**config.mk**
```make
export PLATFORM = sky130hd
export DESIGN_NAME = mem_stage_lsu
export DESIGN_NICKNAME = d
export VERILOG_FILES = /design/src/rtl/mem_stage_lsu.sv
export SDC_FILE = /design/constraint.sdc
export NUM_CORES = 1
export LEC_CHECK = 0
export CORE_UTILIZATION = 40
export CTS_CLUSTER_DIAMETER = 40
export DETAILED_ROUTE_END_ITERATION = 6
export HOLD_SLACK_MARGIN = 0.03
export PLACE_DENSITY = 0.77
export SLEW_MARGIN = 20
export SYNTH_ARGS = -nofsm -noshare
export SYNTH_HDL_FRONTEND = slang
export SYNTH_SLANG_ARGS = --single-unit
```
**constraint.sdc**
```tcl
create_clock -name clk -period 2.3 [get_ports clk]
set_input_delay 0.69 -clock clk [delete_from_list [all_inputs] [get_ports clk]]
set_output_delay 0.69 -clock clk [all_outputs]
set_load 0.005 [all_outputs]
```
**src/rtl/mem_stage_lsu.sv**
```systemverilog
// RV32I load/store unit for the MEM stage: one outstanding access, simple
// req/ack memory bus with a wait timeout, aligned lane steering and load extension.
module mem_stage_lsu #(
  parameter int unsigned ADDR_W  = 32,
  parameter int unsigned TIMEOUT = 16
) (
  input  logic              clk,
  input  logic              rst_n,
  input  logic              req_valid,
  output logic              req_ready,
  input  logic              req_we,
  input  logic [2:0]        req_funct3,
  input  logic [ADDR_W-1:0] req_addr,
  input  logic [31:0]       req_wdata,
  input  logic [4:0]        req_rd,
  output logic              busy,
  output logic              resp_valid,
  output logic [31:0]       resp_data,
  output logic [4:0]        resp_rd,
  output logic              resp_err,
  output logic [1:0]        resp_err_code,
  output logic              bus_req,
  output logic              bus_we,
  output logic [ADDR_W-1:0] bus_addr,
  output logic [3:0]        bus_byte_en,
  output logic [31:0]       bus_wdata,
  input  logic              bus_ack,
  input  logic [31:0]       bus_rdata
);

  localparam int unsigned CNT_W = 8;
  localparam logic [1:0] ERR_NONE     = 2'd0;
  localparam logic [1:0] ERR_MISALIGN = 2'd1;
  localparam logic [1:0] ERR_FUNCT3   = 2'd2;
  localparam logic [1:0] ERR_TIMEOUT  = 2'd3;

  typedef enum logic [1:0] {IDLE, BUS, RESP} state_t;

  state_t             state;
  state_t             state_d;
  logic               accept;
  logic               illegal;
  logic               misaligned;
  logic [1:0]         req_code;
  logic [3:0]         be_c;
  logic [31:0]        wdata_c;
  logic               cnt_hit;
  logic [CNT_W-1:0]   wait_cnt;
  logic               r_we;
  logic [2:0]         r_funct3;
  logic [1:0]         r_off;
  logic [4:0]         r_rd;
  logic [1:0]         r_code;
  logic [31:0]        rdata_q;
  logic [7:0]         byte_lane;
  logic [15:0]        half_lane;
  logic [31:0]        load_c;

  assign req_ready = (state == IDLE);
  assign accept    = req_valid & req_ready;
  assign busy      = (state != IDLE) | accept;
  assign cnt_hit   = (wait_cnt == CNT_W'(TIMEOUT - 1));

  // Request decode: illegal funct3 outranks misalignment
  always_comb begin
    illegal    = req_we ? (req_funct3 > 3'b010)
                        : (req_funct3 == 3'b011 || req_funct3[2:1] == 2'b11);
    misaligned = (req_funct3[1:0] == 2'b01 && req_addr[0]) ||
                 (req_funct3[1:0] == 2'b10 && req_addr[1:0] != 2'b00);
    req_code   = illegal ? ERR_FUNCT3 : (misaligned ? ERR_MISALIGN : ERR_NONE);
    be_c       = 4'b1111;
    wdata_c    = '0;
    if (req_we) begin
      case (req_funct3[1:0])
        2'b00: begin
          be_c    = 4'b0001 << req_addr[1:0];
          wdata_c = {4{req_wdata[7:0]}};
        end
        2'b01: begin
          be_c    = 4'b0011 << req_addr[1:0];
          wdata_c = {2{req_wdata[15:0]}};
        end
        default: begin
          be_c    = 4'b1111;
          wdata_c = req_wdata;
        end
      endcase
    end
  end

  // Load lane select and extension from the captured read word
  always_comb begin
    byte_lane = 8'(rdata_q >> {r_off, 3'b000});
    half_lane = 16'(rdata_q >> {r_off[1], 4'b0000});
    case (r_funct3)
      3'b000:  load_c = {{24{byte_lane[7]}}, byte_lane};
      3'b001:  load_c = {{16{half_lane[15]}}, half_lane};
      3'b010:  load_c = rdata_q;
      3'b100:  load_c = {24'd0, byte_lane};
      3'b101:  load_c = {16'd0, half_lane};
      default: load_c = '0;
    endcase
  end

  always_ff @(posedge clk or negedge rst_n) begin
    if (!rst_n) state <= IDLE;
    else        state <= state_d;
  end

  // RESP spans two cycles: load the response registers, then present them
  always_comb begin
    state_d = state;
    case (state)
      IDLE:    if (accept) state_d = (req_code != ERR_NONE) ? RESP : BUS;
      BUS:     if (bus_ack || cnt_hit) state_d = RESP;
      RESP:    if (resp_valid) state_d = IDLE;
      default: state_d = IDLE;
    endcase
  end

  always_ff @(posedge clk or negedge rst_n) begin
    if (!rst_n) begin
      wait_cnt      <= '0;
      r_we          <= 1'b0;
      r_funct3      <= '0;
      r_off         <= '0;
      r_rd          <= '0;
      r_code        <= ERR_NONE;
      rdata_q       <= '0;
      bus_req       <= 1'b0;
      bus_we        <= 1'b0;
      bus_addr      <= '0;
      bus_byte_en   <= '0;
      bus_wdata     <= '0;
      resp_valid    <= 1'b0;
      resp_data     <= '0;
      resp_rd       <= '0;
      resp_err      <= 1'b0;
      resp_err_code <= ERR_NONE;
    end else begin
      case (state)
        IDLE: begin
          if (accept) begin
            r_we     <= req_we;
            r_funct3 <= req_funct3;
            r_off    <= req_addr[1:0];
            r_rd     <= req_rd;
            r_code   <= req_code;
            rdata_q  <= '0;
            wait_cnt <= '0;
            if (req_code == ERR_NONE) begin
              bus_req     <= 1'b1;
              bus_we      <= req_we;
              bus_addr    <= {req_addr[ADDR_W-1:2], 2'b00};
              bus_byte_en <= be_c;
              bus_wdata   <= wdata_c;
            end
          end
        end
        BUS: begin
          if (bus_ack)      rdata_q  <= bus_rdata;
          else if (cnt_hit) r_code   <= ERR_TIMEOUT;
          else              wait_cnt <= wait_cnt + CNT_W'(1);
          if (bus_ack || cnt_hit) begin
            bus_req     <= 1'b0;
            bus_we      <= 1'b0;
            bus_addr    <= '0;
            bus_byte_en <= '0;
            bus_wdata   <= '0;
          end
        end
        RESP: begin
          if (!resp_valid) begin
            resp_valid    <= 1'b1;
            resp_err      <= (r_code != ERR_NONE);
            resp_err_code <= r_code;
            resp_data     <= (r_code == ERR_NONE && !r_we) ? load_c : 32'd0;
            resp_rd       <= (r_code == ERR_NONE && !r_we) ? r_rd : 5'd0;
          end else begin
            resp_valid    <= 1'b0;
            resp_err      <= 1'b0;
            resp_err_code <= ERR_NONE;
            resp_data     <= '0;
            resp_rd       <= '0;
          end
        end
        default: ;
      endcase
    end
  end

endmodule

```
# ---- Word-level counts from Yosys, hierarchy flattened
# Index checks and enable logic that the tools add are counted.
dict set report classes {
  addsub 1
  order_cmp 1
  n_eq_ne 19
  shifts 4
  mux 49
  bitwise 2
  reduce_logical 23
}
# op count
set op_table {}
lappend op_table {{$mux W32} 10}
lappend op_table {{$pmux W32 S2} 4}
lappend op_table {{$pmux W32 S5} 1}
lappend op_table {{$shr A32 B5 Y16} 1}
lappend op_table {{$shr A32 B5 Y8} 1}
lappend op_table {{$mux W8} 3}
lappend op_table {{$mux W2} 9}
lappend op_table {{$mux W4} 4}
lappend op_table {{$pmux W4 S2} 2}
lappend op_table {{$pmux W8 S2} 1}
lappend op_table {{$ne A2 B2 Y1 const B} 6}
lappend op_table {{$reduce_and A4 Y1} 3}
lappend op_table {{$mux W5} 2}
lappend op_table {{$reduce_bool A2 Y1} 5}
lappend op_table {{$mux W1} 9}
lappend op_table {{$add A8 B1 Y8 const B} 1}
lappend op_table {{$eq A8 B4 Y1 const B} 1}
lappend op_table {{$logic_not A2 Y1} 4}
lappend op_table {{$eq A2 B2 Y1 const B} 3}
lappend op_table {{$eq A3 B2 Y1 const B} 2}
lappend op_table {{$eq A3 B3 Y1 const B} 2}
lappend op_table {{$pmux W2 S3} 1}
lappend op_table {{$reduce_and A3 Y1} 2}
lappend op_table {{$eq A2 B1 Y1 const B} 2}
lappend op_table {{other kinds (14)} 20}
dict set report word_totals {
  register_bits 166
  wordCells 117
}

# ---- Depth between registers and ports, before layout
dict set report depth {
  depth_word 9
  depth_mapped 8
  ltp_nobuf 5
}

# ---- Worst setup path after synthesis
# No wires, ideal clock.
dict set report synth_timing {
  path_kind {in2reg}
  from {input req_funct3[0]}
  to {register bus_addr[10]}
  setup_ps 121
  arrival_ps 2166
  required_time_ps 2179
  setup_slack_ps 13
  cell_stages 7
  path_buffers 3
  cell_sequence {clkbuf_1 a221oi_1 nor3_1 a2111o_1 buf_2 buf_6 a22o_1}
}
dict set report synth_between {
  elab_chain_cells 8
}
# item line
set synth_rtl {}
lappend synth_rtl {{start, declared} 12} ;# input logic [2:0] req_funct3,
lappend synth_rtl {{branches (longest 4 deep; another with $gt A3 B2 Y1)} -}
lappend synth_rtl {{$mux W2 *} 70} ;# req_code = illegal ? ERR_FUNCT3 : (misaligned ? ERR_MISALIGN : ERR_NONE);
lappend synth_rtl {{$logic_not A2 Y1 *} 151} ;# if (req_code == ERR_NONE) begin
lappend synth_rtl {{$ne A2 B1 Y1 (no line) *} -}
lappend synth_rtl {{$reduce_and A4 Y1 (no line) *} -}
lappend synth_rtl {{end signal, assigned} 154} ;# bus_addr <= {req_addr[ADDR_W-1:2], 2'b00};
lappend synth_rtl {{end, declared} 24} ;# output logic [ADDR_W-1:0] bus_addr,
# Mark *: on every way between the ends.
# A chain may end at the register's enable or synchronous reset.

# ---- Final worst setup path
dict set report layout_timing {
  from {input req_valid}
  to {output busy}
}
dict set report layout_between {
  elab_chain_cells 2
}
# item line
set layout_rtl {}
lappend layout_rtl {{start, declared} 9} ;# input logic req_valid,
lappend layout_rtl {{$and A1 B1 Y1} 60} ;# assign accept = req_valid & req_ready;
lappend layout_rtl {{$or A1 B1 Y1} 61} ;# assign busy = (state != IDLE) | accept;
lappend layout_rtl {{end, declared} 16} ;# output logic busy,
# No other way between the ends.

==> impl_results.md <==
* Initial antenna violation count at 0
* GRT overflow at 0
* CTS tree: done
* CTS root buf: clkbuf_16
* Core area at 17400 um^2
* Most common cell after layout, fill and taps aside: clkdlybuf4s50_1
* Synth Instances at 670
* Rel. slew slack at between 40% and 50%
* Mapped Area at 7150 um^2
* H-tree levels at 4
* Vias in the first global route at 5939
* Async S/R FF share, synth at between 90% and 100%
* Vias per std cell at 5.34
* Antenna diodes at 0
* Unrepaired setup endpoints after global routing: no
* Post-synthesis sequential area ratio at 57.4%
* Setup CP Type: in2out
* TritonCTS buffer count at 17
* Final Max Slew Viols at 0
* Met1 wire length at 8340 um
* Worst R2R Path Depth at 6
* Pwr Density at 982 nW/um^2
* Met3 wire length at 1520 um
* Crit end category: output pin
* Peak Freq at 452 MHz
* Synth Register Bits at 164
* First-pass GRT wire length at 31300 um
* Share of layout cells above drive strength 1 at 9.68%
* Post-layout min period at 2.21 ns
* Peak supply drop at 590 uV
* Lkg Pwr at 4.64 nW
* Die W at 136 um
* Largest net degree at the start of global routing at 55
* Avg Inst Size Synth at 10.7 um^2
* GP Congestion at roughly 0.87
* Critical Path RT at 1.61 ns
* DRT Wirelength at 19800 um
* Critical Path AT at 1.52 ns
* Min-delay worst type: in2async
* Clock transition at the registers of the reported paths at 0.06 ns
* Worst Tran Pin Value at slightly below 0.9 ns
* Routed Antenna Nets at 0
* Clock buffer depth at 2
* Clock tree sinks at 164
* Setup Viol. Count Final at 0
* Outcome: complete, no violations
* Initial core utilization at between 40 and 50%
* Critical-path cell list: clkdlybuf4s50_1 > or3_1 > clkbuf_2
* Skew-Pair Late Insertion Delay at between 0.4 and 0.5 ns
* Worst Clk Skew at 0.0120 ns
* FP Rows at 48
* Met2 WL post-DR at around 9600 um
* Filler cell count in the final layout at 1480
* DR top layer: met4
* 1st-iter DRT viols at around 360
* Setup TNS at 0 ns
* Hold WS at between 0.15 and 0.2 ns
* Layout overhead on the synthesized area at 45.5%
* Nets at 1007
* DR pass1 iterations at 4
* CP Max Fanout at 2
* Residual DRC at 0
* Hpwl dp at 14300 um
* Period utilization at between 90% and 100%
* Post-synth cell types at 51
* I/O pin total at 222
* Port Buf Inserts at 219
* Die footprint at roughly 18000 um^2
* Top FF cell, synth: dfrtp_1
* CP Launch Type: input port
* Die height at 136 um
* Final-report hold violation count at 0
* Max-capacitance violation count at 0
* Wire per inst at 17.4 um
* Slowest cell on crit path: clkdlybuf4s50_1
* GRT Total Usage at between 20% and 30%
* Yosys warnings at 0
* Most frequent cells in the layout: clkdlybuf4s50_1, dfrtp_1, nand2_1, a22o_1, o21ai_0
* Via count at 6060
* EDFF count, synth at 0
* Critical Path Max Stage Delay at 0.41 ns
-- synth_stat cells (2+ instances only) --
cell | instances | area share, %
nand2b_1 | 7 | 0.61
a21oi_1 | 14 | 0.98
o21ai_0 | 50 | 3.5
nor4bb_1 | 2 | 0.28
nand4_1 | 2 | 0.17
dfrtp_1 | 164 | 57
o2bb2ai_1 | 16 | 2.0
a22oi_1 | 2 | 0.21
nor2_1 | 14 | 0.73
nand3_1 | 5 | 0.35
buf_4 | 2 | 0.21
or2_2 | 3 | 0.26
and3_1 | 3 | 0.26
a21o_1 | 18 | 1.9
a31oi_1 | 16 | 1.4
clkbuf_1 | 44 | 2.3
nor3b_1 | 4 | 0.42
nand2_1 | 148 | 7.8
buf_2 | 6 | 0.42
mux2i_1 | 29 | 4.1
a221o_1 | 14 | 2.0
buf_6 | 2 | 0.31
nor3_1 | 4 | 0.28
mux2_2 | 2 | 0.31
a32oi_1 | 7 | 0.86
xnor2_1 | 3 | 0.37
a22o_1 | 63 | 7.7
nor2b_1 | 3 | 0.26
-- worst paths after layout --
path                                               from                   endpoint  slack (ns)
worst max-delay path                          req_valid                       busy        0.09
worst min-delay path                              rst_n     resp_rd[1]$_DFFE_PN0N_        0.17
worst max register to register  wait_cnt[0]$_DFFE_PN0P_  bus_wdata[24]$_DFFE_PN0P_        0.20
worst min register to register         r_we$_DFFE_PN0P_           r_we$_DFFE_PN0P_        0.48
max in group asynchronous                         rst_n     rdata_q[3]$_DFFE_PN0P_        1.49
min in group clk                       r_we$_DFFE_PN0P_           r_we$_DFFE_PN0P_        0.48
-- cell families (layout without fill, tap and decap cells) --
logic type | count (synthesis) | after routing | share of synthesized area (%)
fa+ha+maj | 1 | 1 | 0.175
compound gates | 211 | 211 | 21.7
simple gates | 204 | 204 | 12.6
mux | 31 | 31 | 4.37
xor+xnor | 3 | 3 | 0.367
buf+inv | 55 | 293 | 3.31
flops | 164 | 164 | 57.4
other cells | 1 | 2 | 0.0524
-- per-stage QoR --
stage / cells / setup slack, ns / util, % / instance area [um^2] / power [mW]
finish: 1134 / 0.0870 / 60.0 / 10400 / 10.2
global placement: 1103 / -0.405 / 56.8 / 9850 / 7.60
floorplan: 671 / 0.0131 / - / 7160 / 5.68
CTS: 1134 / -0.0183 / 59.9 / 10400 / 10.3
global route: 1134 / 0.0301 / 60.0 / 10400 / 10.8
detailed placement: 1103 / -0.417 / 56.8 / 9850 / 7.68
-- power by group --
group	leakage (nW)	switching, mW	total [mW]	internal [mW]
Sequential	2.19	0.634	4.27	3.64
Combinational	2.20	1.44	3.35	1.91
Clock	0.250	1.16	2.60	1.44
Total	4.64	3.23	10.2	6.99
-- what timing repair did --
action,CTS,global route
resized for setup,3,5
hold buffers,0,0
pin swaps,0,1
buffers inserted,0,0
setup endpoints to repair,2,68
-- state kept, by name, indices dropped and copies added (netlist names), 2 cells and up --
name	count
r_funct3	3
r_off	2
resp_rd	5
bus_wdata	32
bus_addr	30
wait_cnt	8
bus_byte_en	4
resp_err_code	2
state	2
r_rd	5
rdata_q	32
r_code	2
resp_data	32
-- routing by layer --
metal,GRT usage (%),up-vias
met5,0,-
met4,7.74,0
met3,6.85,27
met2,36.5,223
met1,28.0,2927
li1,-,2883
-- area by class of cell --
| type | count | area, um^2 | area share [%] |
|---|---|---|---|
| multi-input cells | 452 | 2860 | 27.5 |
| clock inverters | 9 | 73.8 | 0.709 |
| repair buffers | 262 | 2630 | 25.2 |
| well taps | 225 | 282 | 2.70 |
| clock buffers | 22 | 464 | 4.46 |
| flip-flops and latches | 164 | 4100 | 39.4 |
-- worst max-delay path: cells and delay by family --
| family | cells | cell delay (ns) |
|---|---|---|
| and+or+nand+nor | 1 | 0.30 |
| buffers and inverters | 2 | 0.53 |
Power figures use the tool's default switching activity.
